## config.mk

```make
export PLATFORM = sky130hd
export DESIGN_NAME = aux_mailbox_flat
export DESIGN_NICKNAME = d
export VERILOG_FILES = /design/src/rtl/aux_mailbox_if.sv /design/src/rtl/aux_mailbox.sv /design/src/flat_wrapper.sv
export SDC_FILE = /design/constraint.sdc
export NUM_CORES = 2
export LEC_CHECK = 0
export CAP_MARGIN = 10
export CORE_MARGIN = 4
export CORE_UTILIZATION = 45
export CTS_BUF_LIST = sky130_fd_sc_hd__clkbuf_8
export CTS_CLUSTER_SIZE = 28
export DETAILED_ROUTE_END_ITERATION = 12
export SYNTH_ARGS = -nofsm -noshare
export SYNTH_HDL_FRONTEND = slang
export SYNTH_HIERARCHICAL = 1
export SYNTH_SLANG_ARGS = --single-unit
```

## constraint.sdc

```tcl
create_clock -name clk -period 5.88 [get_ports clk]
set_input_delay 0.588 -clock clk [delete_from_list [all_inputs] [get_ports clk]]
set_output_delay 0.588 -clock clk [all_outputs]
set_load 0.02 [all_outputs]
```

## src/rtl/aux_mailbox_if.sv

```systemverilog
// Control-side request/response and host-side block-pipe signals of aux_mailbox.
// slave is the mailbox side, master is the side that drives requests and host traffic.
interface aux_mailbox_if #(
  parameter int DATA_W = 32,
  parameter int NUM_CH = 2
);
  logic                     write_req;
  logic                     read_req;
  logic [DATA_W-1:0]        data_write;
  logic [16:0]              address;
  logic [DATA_W-1:0]        data_read;
  logic                     busy;
  logic                     error;
  logic [NUM_CH-1:0]        host_out_rd;
  logic [NUM_CH*DATA_W-1:0] host_out_data;
  logic [NUM_CH-1:0]        host_out_ready;
  logic [NUM_CH-1:0]        host_in_wr;
  logic [NUM_CH*DATA_W-1:0] host_in_data;
  logic [NUM_CH-1:0]        host_in_ready;

  modport slave (
    input  write_req, read_req, data_write, address, host_out_rd, host_in_wr, host_in_data,
    output data_read, busy, error, host_out_data, host_out_ready, host_in_ready
  );

  modport master (
    output write_req, read_req, data_write, address, host_out_rd, host_in_wr, host_in_data,
    input  data_read, busy, error, host_out_data, host_out_ready, host_in_ready
  );
endinterface

```

## src/rtl/aux_mailbox.sv

```systemverilog
// Multi-channel control<->host mailbox: one outbound and one inbound FIFO per channel,
// registered pop data (1-cycle latency); full pushes are dropped, empty pops leave data unchanged.
module aux_mailbox_fifo #(
  parameter int DW = 32,
  parameter int AW = 4
) (
  input  logic          clk,
  input  logic          reset,
  input  logic          i_push,
  input  logic [DW-1:0] i_push_dat,
  input  logic          i_pop,
  output logic [DW-1:0] o_pop_dat,
  output logic [AW:0]   o_cnt,
  output logic [AW:0]   o_cnt_nxt,
  output logic          o_full,
  output logic          o_empty
);
  localparam int DEPTH = 1 << AW;

  logic [DW-1:0] r_mem [DEPTH];
  logic [AW-1:0] r_wr_ptr;
  logic [AW-1:0] r_rd_ptr;
  logic [AW:0]   r_cnt;
  logic [DW-1:0] r_pop_dat;
  logic          w_do_push;
  logic          w_do_pop;
  logic [AW:0]   w_cnt_nxt;

  assign o_full    = (r_cnt == (AW+1)'(DEPTH));
  assign o_empty   = (r_cnt == '0);
  assign w_do_push = i_push && !o_full;
  assign w_do_pop  = i_pop && !o_empty;

  always_comb begin
    w_cnt_nxt = r_cnt;
    if (w_do_push && !w_do_pop) begin
      w_cnt_nxt = r_cnt + 1'b1;
    end else if (w_do_pop && !w_do_push) begin
      w_cnt_nxt = r_cnt - 1'b1;
    end
  end

  always_ff @(posedge clk) begin
    if (reset) begin
      r_wr_ptr  <= '0;
      r_rd_ptr  <= '0;
      r_cnt     <= '0;
      r_pop_dat <= '0;
    end else begin
      if (w_do_push) begin
        r_wr_ptr <= r_wr_ptr + 1'b1;
      end
      if (w_do_pop) begin
        r_rd_ptr  <= r_rd_ptr + 1'b1;
        r_pop_dat <= r_mem[r_rd_ptr];
      end
      r_cnt <= w_cnt_nxt;
    end
  end

  always_ff @(posedge clk) begin
    if (!reset && w_do_push) begin
      r_mem[r_wr_ptr] <= i_push_dat;
    end
  end

  assign o_pop_dat = r_pop_dat;
  assign o_cnt     = r_cnt;
  assign o_cnt_nxt = w_cnt_nxt;
endmodule

module aux_mailbox #(
  parameter int DATA_W     = 32,
  parameter int DEPTH_LOG2 = 4,
  parameter int NUM_CH     = 2,
  parameter int RD_BLOCK   = 4,
  parameter int WR_BLOCK   = 8,
  parameter int TIMEOUT    = 1024
) (
  input  logic         clk,
  input  logic         reset,
  aux_mailbox_if.slave bus
);
  localparam int DEPTH      = 1 << DEPTH_LOG2;
  localparam int CNT_W      = DEPTH_LOG2 + 1;
  localparam int CH_W       = (NUM_CH > 1) ? $clog2(NUM_CH) : 1;
  localparam int TO_W       = (TIMEOUT > 0) ? $clog2(TIMEOUT + 1) : 1;
  localparam bit IN_RDY_RST = (WR_BLOCK <= DEPTH);

  typedef enum logic [2:0] {S_IDLE, S_RD_WAIT, S_RD_DATA, S_WR_WAIT, S_DONE} state_t;

  state_t            r_state, w_state_nxt;
  logic              r_busy, w_busy_nxt;
  logic              r_error, w_error_nxt;
  logic [DATA_W-1:0] r_rdata, w_rdata_nxt;
  logic [DATA_W-1:0] r_wdat, w_wdat_nxt;
  logic [CH_W-1:0]   r_ch, w_ch_nxt;
  logic [TO_W-1:0]   r_wait_cnt, w_wait_nxt;

  logic [CH_W-1:0]   w_req_ch;
  logic              w_req_bad;
  logic              w_stat_rd;
  logic              w_timeout;
  logic              w_push_any;
  logic              w_pop_any;
  logic [DATA_W-1:0] w_stat;

  logic [NUM_CH-1:0] r_ovf, r_unf;
  logic [NUM_CH-1:0] r_out_rdy, r_in_rdy;
  logic [NUM_CH-1:0] w_ctl_push, w_ctl_pop, w_stat_clr, w_ovf_set, w_unf_set;
  logic [NUM_CH*DATA_W-1:0] w_host_out_data;

  logic [DATA_W-1:0] w_out_rdat [NUM_CH];
  logic [DATA_W-1:0] w_in_rdat  [NUM_CH];
  logic [CNT_W-1:0]  w_out_cnt  [NUM_CH];
  logic [CNT_W-1:0]  w_in_cnt   [NUM_CH];
  logic [CNT_W-1:0]  w_out_cnt_nxt [NUM_CH];
  logic [CNT_W-1:0]  w_in_cnt_nxt  [NUM_CH];
  logic              w_out_full [NUM_CH];
  logic              w_out_empty[NUM_CH];
  logic              w_in_full  [NUM_CH];
  logic              w_in_empty [NUM_CH];

  for (genvar g = 0; g < NUM_CH; g++) begin : g_ch
    aux_mailbox_fifo #(.DW(DATA_W), .AW(DEPTH_LOG2)) u_out (
      .clk        (clk),
      .reset      (reset),
      .i_push     (w_ctl_push[g]),
      .i_push_dat (r_wdat),
      .i_pop      (bus.host_out_rd[g]),
      .o_pop_dat  (w_out_rdat[g]),
      .o_cnt      (w_out_cnt[g]),
      .o_cnt_nxt  (w_out_cnt_nxt[g]),
      .o_full     (w_out_full[g]),
      .o_empty    (w_out_empty[g])
    );

    aux_mailbox_fifo #(.DW(DATA_W), .AW(DEPTH_LOG2)) u_in (
      .clk        (clk),
      .reset      (reset),
      .i_push     (bus.host_in_wr[g]),
      .i_push_dat (bus.host_in_data[g*DATA_W +: DATA_W]),
      .i_pop      (w_ctl_pop[g]),
      .o_pop_dat  (w_in_rdat[g]),
      .o_cnt      (w_in_cnt[g]),
      .o_cnt_nxt  (w_in_cnt_nxt[g]),
      .o_full     (w_in_full[g]),
      .o_empty    (w_in_empty[g])
    );
  end

  // Channel range is judged on the full 16-bit index so aliases above NUM_CH are rejected.
  assign w_req_ch  = bus.address[CH_W-1:0];
  assign w_req_bad = ({16'b0, bus.address[15:0]} >= 32'(NUM_CH));
  assign w_stat_rd = (r_state == S_IDLE) && bus.read_req && bus.address[16] && !w_req_bad;
  assign w_timeout = (TIMEOUT != 0) && (r_wait_cnt == TO_W'(TIMEOUT));

  always_comb begin
    w_stat                       = '0;
    w_stat[DATA_W-1]             = r_ovf[w_req_ch];
    w_stat[DATA_W-2]             = r_unf[w_req_ch];
    w_stat[2*CNT_W-1:CNT_W]      = w_in_cnt[w_req_ch];
    w_stat[CNT_W-1:0]            = w_out_cnt[w_req_ch];
  end

  always_comb begin
    w_state_nxt = r_state;
    w_busy_nxt  = r_busy;
    w_error_nxt = r_error;
    w_rdata_nxt = r_rdata;
    w_wdat_nxt  = r_wdat;
    w_ch_nxt    = r_ch;
    w_wait_nxt  = r_wait_cnt + 1'b1;
    w_push_any  = 1'b0;
    w_pop_any   = 1'b0;
    case (r_state)
      S_IDLE: begin
        w_wait_nxt = '0;
        if (bus.read_req || bus.write_req) begin
          w_ch_nxt    = w_req_ch;
          w_wdat_nxt  = bus.data_write;
          w_busy_nxt  = 1'b1;
          w_error_nxt = 1'b0;
          if (w_req_bad) begin
            w_state_nxt = S_DONE;
            w_error_nxt = 1'b1;
            w_rdata_nxt = '0;
          end else if (bus.address[16]) begin
            w_state_nxt = S_DONE;
            if (bus.read_req) begin
              w_rdata_nxt = w_stat;
            end
          end else if (bus.read_req) begin
            w_state_nxt = S_RD_WAIT;
          end else begin
            w_state_nxt = S_WR_WAIT;
          end
        end
      end
      S_RD_WAIT: begin
        if (!w_in_empty[r_ch]) begin
          w_pop_any   = 1'b1;
          w_state_nxt = S_RD_DATA;
        end else if (w_timeout) begin
          w_state_nxt = S_DONE;
          w_error_nxt = 1'b1;
          w_rdata_nxt = '0;
        end
      end
      S_RD_DATA: begin
        w_rdata_nxt = w_in_rdat[r_ch];
        w_busy_nxt  = 1'b0;
        w_state_nxt = S_IDLE;
      end
      S_WR_WAIT: begin
        if (!w_out_full[r_ch]) begin
          w_push_any  = 1'b1;
          w_busy_nxt  = 1'b0;
          w_state_nxt = S_IDLE;
        end else if (w_timeout) begin
          w_state_nxt = S_DONE;
          w_error_nxt = 1'b1;
        end
      end
      S_DONE: begin
        w_busy_nxt  = 1'b0;
        w_state_nxt = S_IDLE;
      end
      default: begin
        w_busy_nxt  = 1'b0;
        w_state_nxt = S_IDLE;
      end
    endcase
  end

  always_comb begin
    w_ctl_push      = '0;
    w_ctl_pop       = '0;
    w_stat_clr      = '0;
    w_ovf_set       = '0;
    w_unf_set       = '0;
    w_host_out_data = '0;
    for (int c = 0; c < NUM_CH; c++) begin
      w_ctl_push[c] = w_push_any && (r_ch == CH_W'(c));
      w_ctl_pop[c]  = w_pop_any && (r_ch == CH_W'(c));
      w_stat_clr[c] = w_stat_rd && (w_req_ch == CH_W'(c));
      w_ovf_set[c]  = bus.host_in_wr[c] && w_in_full[c];
      w_unf_set[c]  = bus.host_out_rd[c] && w_out_empty[c];
      w_host_out_data[c*DATA_W +: DATA_W] = w_out_rdat[c];
    end
  end

  always_ff @(posedge clk) begin
    if (reset) begin
      r_state    <= S_IDLE;
      r_busy     <= 1'b0;
      r_error    <= 1'b0;
      r_rdata    <= '0;
      r_wdat     <= '0;
      r_ch       <= '0;
      r_wait_cnt <= '0;
    end else begin
      r_state    <= w_state_nxt;
      r_busy     <= w_busy_nxt;
      r_error    <= w_error_nxt;
      r_rdata    <= w_rdata_nxt;
      r_wdat     <= w_wdat_nxt;
      r_ch       <= w_ch_nxt;
      r_wait_cnt <= w_wait_nxt;
    end
  end

  // A host fault arriving on the same edge as a status read stays sticky.
  always_ff @(posedge clk) begin
    if (reset) begin
      r_ovf     <= '0;
      r_unf     <= '0;
      r_out_rdy <= '0;
      r_in_rdy  <= {NUM_CH{IN_RDY_RST}};
    end else begin
      for (int c = 0; c < NUM_CH; c++) begin
        if (w_ovf_set[c]) begin
          r_ovf[c] <= 1'b1;
        end else if (w_stat_clr[c]) begin
          r_ovf[c] <= 1'b0;
        end
        if (w_unf_set[c]) begin
          r_unf[c] <= 1'b1;
        end else if (w_stat_clr[c]) begin
          r_unf[c] <= 1'b0;
        end
        r_out_rdy[c] <= ({{(32-CNT_W){1'b0}}, w_out_cnt_nxt[c]} >= 32'(RD_BLOCK));
        r_in_rdy[c]  <= ((32'(DEPTH) - {{(32-CNT_W){1'b0}}, w_in_cnt_nxt[c]}) >= 32'(WR_BLOCK));
      end
    end
  end

  assign bus.data_read      = r_rdata;
  assign bus.busy           = r_busy;
  assign bus.error          = r_error;
  assign bus.host_out_data  = w_host_out_data;
  assign bus.host_out_ready = r_out_rdy;
  assign bus.host_in_ready  = r_in_rdy;
endmodule

```

## src/flat_wrapper.sv

```systemverilog
// flat-port wrapper written by rule: the top's interface ports become plain ports
module aux_mailbox_flat 
#(
  parameter int DATA_W     = 32,
  parameter int DEPTH_LOG2 = 4,
  parameter int NUM_CH     = 2,
  parameter int RD_BLOCK   = 4,
  parameter int WR_BLOCK   = 8,
  parameter int TIMEOUT    = 1024
)
  (clk, reset, bus_write_req, bus_read_req, bus_data_write, bus_address, bus_host_out_rd, bus_host_in_wr, bus_host_in_data, bus_data_read, bus_busy, bus_error, bus_host_out_data, bus_host_out_ready, bus_host_in_ready);
  aux_mailbox_if #(.DATA_W(DATA_W), .NUM_CH(NUM_CH)) bus_i ();
  input  logic clk;
  input  logic reset;
  input wire logic [$bits(bus_i.write_req)-1:0] bus_write_req;
  input wire logic [$bits(bus_i.read_req)-1:0] bus_read_req;
  input wire logic [$bits(bus_i.data_write)-1:0] bus_data_write;
  input wire logic [$bits(bus_i.address)-1:0] bus_address;
  input wire logic [$bits(bus_i.host_out_rd)-1:0] bus_host_out_rd;
  input wire logic [$bits(bus_i.host_in_wr)-1:0] bus_host_in_wr;
  input wire logic [$bits(bus_i.host_in_data)-1:0] bus_host_in_data;
  output wire logic [$bits(bus_i.data_read)-1:0] bus_data_read;
  output wire logic [$bits(bus_i.busy)-1:0] bus_busy;
  output wire logic [$bits(bus_i.error)-1:0] bus_error;
  output wire logic [$bits(bus_i.host_out_data)-1:0] bus_host_out_data;
  output wire logic [$bits(bus_i.host_out_ready)-1:0] bus_host_out_ready;
  output wire logic [$bits(bus_i.host_in_ready)-1:0] bus_host_in_ready;
  assign bus_i.write_req = bus_write_req;
  assign bus_i.read_req = bus_read_req;
  assign bus_i.data_write = bus_data_write;
  assign bus_i.address = bus_address;
  assign bus_i.host_out_rd = bus_host_out_rd;
  assign bus_i.host_in_wr = bus_host_in_wr;
  assign bus_i.host_in_data = bus_host_in_data;
  assign bus_data_read = bus_i.data_read;
  assign bus_busy = bus_i.busy;
  assign bus_error = bus_i.error;
  assign bus_host_out_data = bus_i.host_out_data;
  assign bus_host_out_ready = bus_i.host_out_ready;
  assign bus_host_in_ready = bus_i.host_in_ready;
  aux_mailbox #(.DATA_W(DATA_W), .DEPTH_LOG2(DEPTH_LOG2), .NUM_CH(NUM_CH), .RD_BLOCK(RD_BLOCK), .WR_BLOCK(WR_BLOCK), .TIMEOUT(TIMEOUT)) u_core (.clk(clk), .reset(reset), .bus(bus_i));
endmodule
```

==> results.tsv <==
stage	metric	value	unit
run_status	outcome	completed	
floorplanning	initial_core_util	0.455	
hold_path	hp-class	input port to register	
routing	wire_per_inst	27.1	um
clocking	insertion_delay	1050	ps
hold_path	hp-start	bus_data_write[0]	
hold_path	holdPathStages	3	
routing	drt-initial-drc-count	3662	
place	place_congestion	0.789	
synthesis	syn_inst	4337	
timing	hold_viol_final	0	
floorplanning	dieArea	0.205	mm^2
timing	layout_setup_ws	1690	ps
cells_and_area	fill_cells	15600	
clocking	cts_tree	yes	
setup_path	critPathRequiredTime	6500	ps
place	place_area	0.0946	mm^2
hold_path	whs_endpoint	u_core/r_wdat[0]	
routing	dr.pass1.iters	5	
setup_path	cpPeakStageDelay	940	ps
floorplanning	ios	223	
timing	maxSlewViolCount	0	
pwr	pwr-share-comb	0.088	
setup_path	crit_chain	inv_1 > ha_1 > nand4bb_1 > inv_1 > nor3b_1 > inv_1 > nor3_1 > nand2_1 > nor2_4	
pwr	power.switching	8.35	mW
timing	clock.fmax	0.239	GHz
pwr	leakagePower	31.6	nW
clocking	htreeDepth	5	
cells_and_area	nets	4936	
floorplanning	dieHeight	453	um
cells_and_area	final_area	0.102	mm^2
setup_path	crit_path_top_delay_cell	nor2_4	
timing	period_minus_slack	4190	ps
pwr	switching_share	0.242	
cells_and_area	drive_above_1_share	0.243	
place	dp.cells	7013	
clocking	path_clk_slew	60	ps
floorplanning	core_area	0.196	mm^2
setup_path	crit_arrival	4810	ps
global_routing	globalRouteTotalUtil	0.204	
pwr	irDropWorstVdd	0.231	mV
global_routing	grt_remaining_overflow	0	
setup_path	r2r_cells	9	
routing	wl	209000	um
place	numPortBuffers	222	
timing	period_share	0.712	
clocking	cts_resized	0	
global_routing	grtUsageMet1	0.283	
pwr	intPower	26.2	mW
global_routing	met2_usage	0.327	
routing	drtAntennaViolNets	0	
setup_path	r2r_slack	1690	ps
pwr	power.density	340	mW/mm^2
job	maxCapViolCount	0	
cells_and_area	fin_cells	7719	
timing	setup_viol_count_final	0	
place	dp_worst_setup_slack	1680	ps
clocking	clk_path_buf_depth	4	
synthesis	synth_nets	4488	
floorplanning	dieWidth	453	um
setup_path	r2r-start	u_core/g_ch[1].u_out/o_cnt[0]	
routing	dr_total_vias	43700	
global_routing	grt_max_degree	88	
global_routing	antenna_found_initial	24	
global_routing	grt.busiest_layer	met2	
routing	drt-vias-per-instance	5.66	
timing	clock_skew	54.2	ps
clocking	cts.sinks	2317	
setup_path	path_class	register to register	
global_routing	grt_pass1_wl	308000	um
cells_and_area	area_growth_syn_to_layout	14.2	%
clocking	cts-buffers-inserted	383	
setup_path	cp_max_fo	32	
setup_path	crit_start	u_core/g_ch[1].u_out/o_cnt[0]	
setup_path	crit_path_start_kind	register	
setup_path	end_kind	register	
setup_path	worst_path_most_repeated_cell	inv_1	
timing	fin_tns_setup	0	ps
global_routing	met3_usage	0.0387	
routing	route.detailed.drc	0	
pwr	power_frac_seq	0.543	
timing	tightest_slew	1180	ps
timing	rsz0062_at_grt	false	
timing	maxSlewHeadroom	0.212	
setup_path	reg2reg_to	u_core/g_ch[1].u_out/r_mem[4][29]	
synthesis	avgSynthCellArea	20.5	um^2
clocking	root_buffer	clkbuf_8	
place	dp_hpwl	120000	um
global_routing	grt_pass1_vias	45100	
floorplanning	row_count	162	
pwr	total_power	34.6	mW
synthesis	synth_warnings	6	
synthesis	syn-cell-area	0.0890	mm^2
pwr	clkPwrFrac	0.369	
state kept, by name (all words and copies together), names as in the netlist:
name / flops
u_core/bus.host_out_ready: 2
u_core/g_ch.u_in/o_cnt: 10
u_core/r_wdat: 32
u_core/g_ch.u_out/r_wr_ptr: 8
u_core/bus.error: 1
u_core/g_ch.u_in/r_mem: 1024
u_core/g_ch.u_out/r_rd_ptr: 8
u_core/r_ovf: 2
u_core/bus.host_in_ready: 2
u_core/r_wait_cnt: 11
u_core/g_ch.u_out/o_cnt: 10
u_core/g_ch.u_in/r_wr_ptr: 8
u_core/r_state: 3
u_core/g_ch.u_in/r_rd_ptr: 8
u_core/g_ch.u_out/r_mem: 1024
u_core/g_ch.u_in/o_pop_dat: 64
u_core/bus.busy: 1
u_core/bus.data_read: 32
u_core/g_ch.u_out/o_pop_dat: 64
u_core/r_ch: 1
u_core/r_unf: 2
repair_timing:
item | in CTS | in global routing
setup buffers | 0 | 0
endpoints found under the hold margin | 40 | 0
setup endpoints to repair | 0 | 0
hold buffers | 11 | 0
power groups by stage:
stage          clock [mW]  combinational [mW]  sequential, mW
2_1_floorplan           0                1.86            18.9
3_3_place_gp            0                3.04            19.1
3_5_place_dp            0                3.06            19.1
4_1_cts              13.1                3.07            18.8
5_1_grt              13.9                3.25            18.8
6_report             12.8                3.04            18.8
area by class of cell:
cell class	count	area (um^2)	share of cell area
Antenna cell	11	27.5	0.000271
Clock buffer	421	5790	0.0570
Clock inverter	263	1130	0.0111
Inverter	37	150	0.00148
Multi-Input combinational cell	1725	21200	0.209
Sequential cell	2317	67000	0.659
Tap cell	2624	3280	0.0323
Timing Repair Buffer	321	3110	0.0306
worst max-delay path by stage:
stage,endpoint,cells after the start
floorplan,u_core/g_ch[1].u_out/r_mem[0][0],8
global placement,u_core/g_ch[1].u_out/r_mem[7][31],9
detailed placement,u_core/g_ch[1].u_out/r_mem[4][29],9
CTS,u_core/g_ch[1].u_out/r_mem[4][3],9
global route,u_core/g_ch[1].u_out/r_mem[6][3],9
finish,u_core/g_ch[1].u_out/r_mem[4][29],9
critical path, delay by kind of cell, from the launching register on:
family | cells | cell delay, ps
adder cells (fa/ha/maj) | 1 | 250
buffers and inverters | 3 | 420
flip-flops | 1 | 390
AND/OR/NAND/NOR | 5 | 2690
layout by cell type (no fill, tap or decap), drive strengths merged, types with 9 or more instances in the layout:
master,count
dfxtp,269
clkdlybuf4s50,221
or3,14
mux2i,295
xnor2,21
clkbuf,421
buf,89
dlygate4sd3,11
nor3,51
nor2,122
mux4,512
diode,11
ha,30
nor2b,10
clkinv,101
nand2,126
o221ai,128
a21oi,64
o31ai,13
and3,9
edfxtp,2048
nand3b,134
nand3,33
xor2,22
o2bb2ai,20
inv,193
mux2,24
o21ai,13
layer usage:
metal / wire, um / vias to the layer above
met3: 11200 / 350
met5: 206 / -
met2: 101000 / 1246
li1: - / 18900
met1: 90100 / 23200
met4: 6580 / 18
per-stage QoR:
stage          utilization  hold slack (ps)
2_1_floorplan            -              435
3_3_place_gp         0.483              452
3_5_place_dp         0.483              456
4_1_cts              0.519             3.03
5_1_grt              0.519             48.1
6_report             0.519              122
Note: power is estimated with default switching activity, not from simulation.
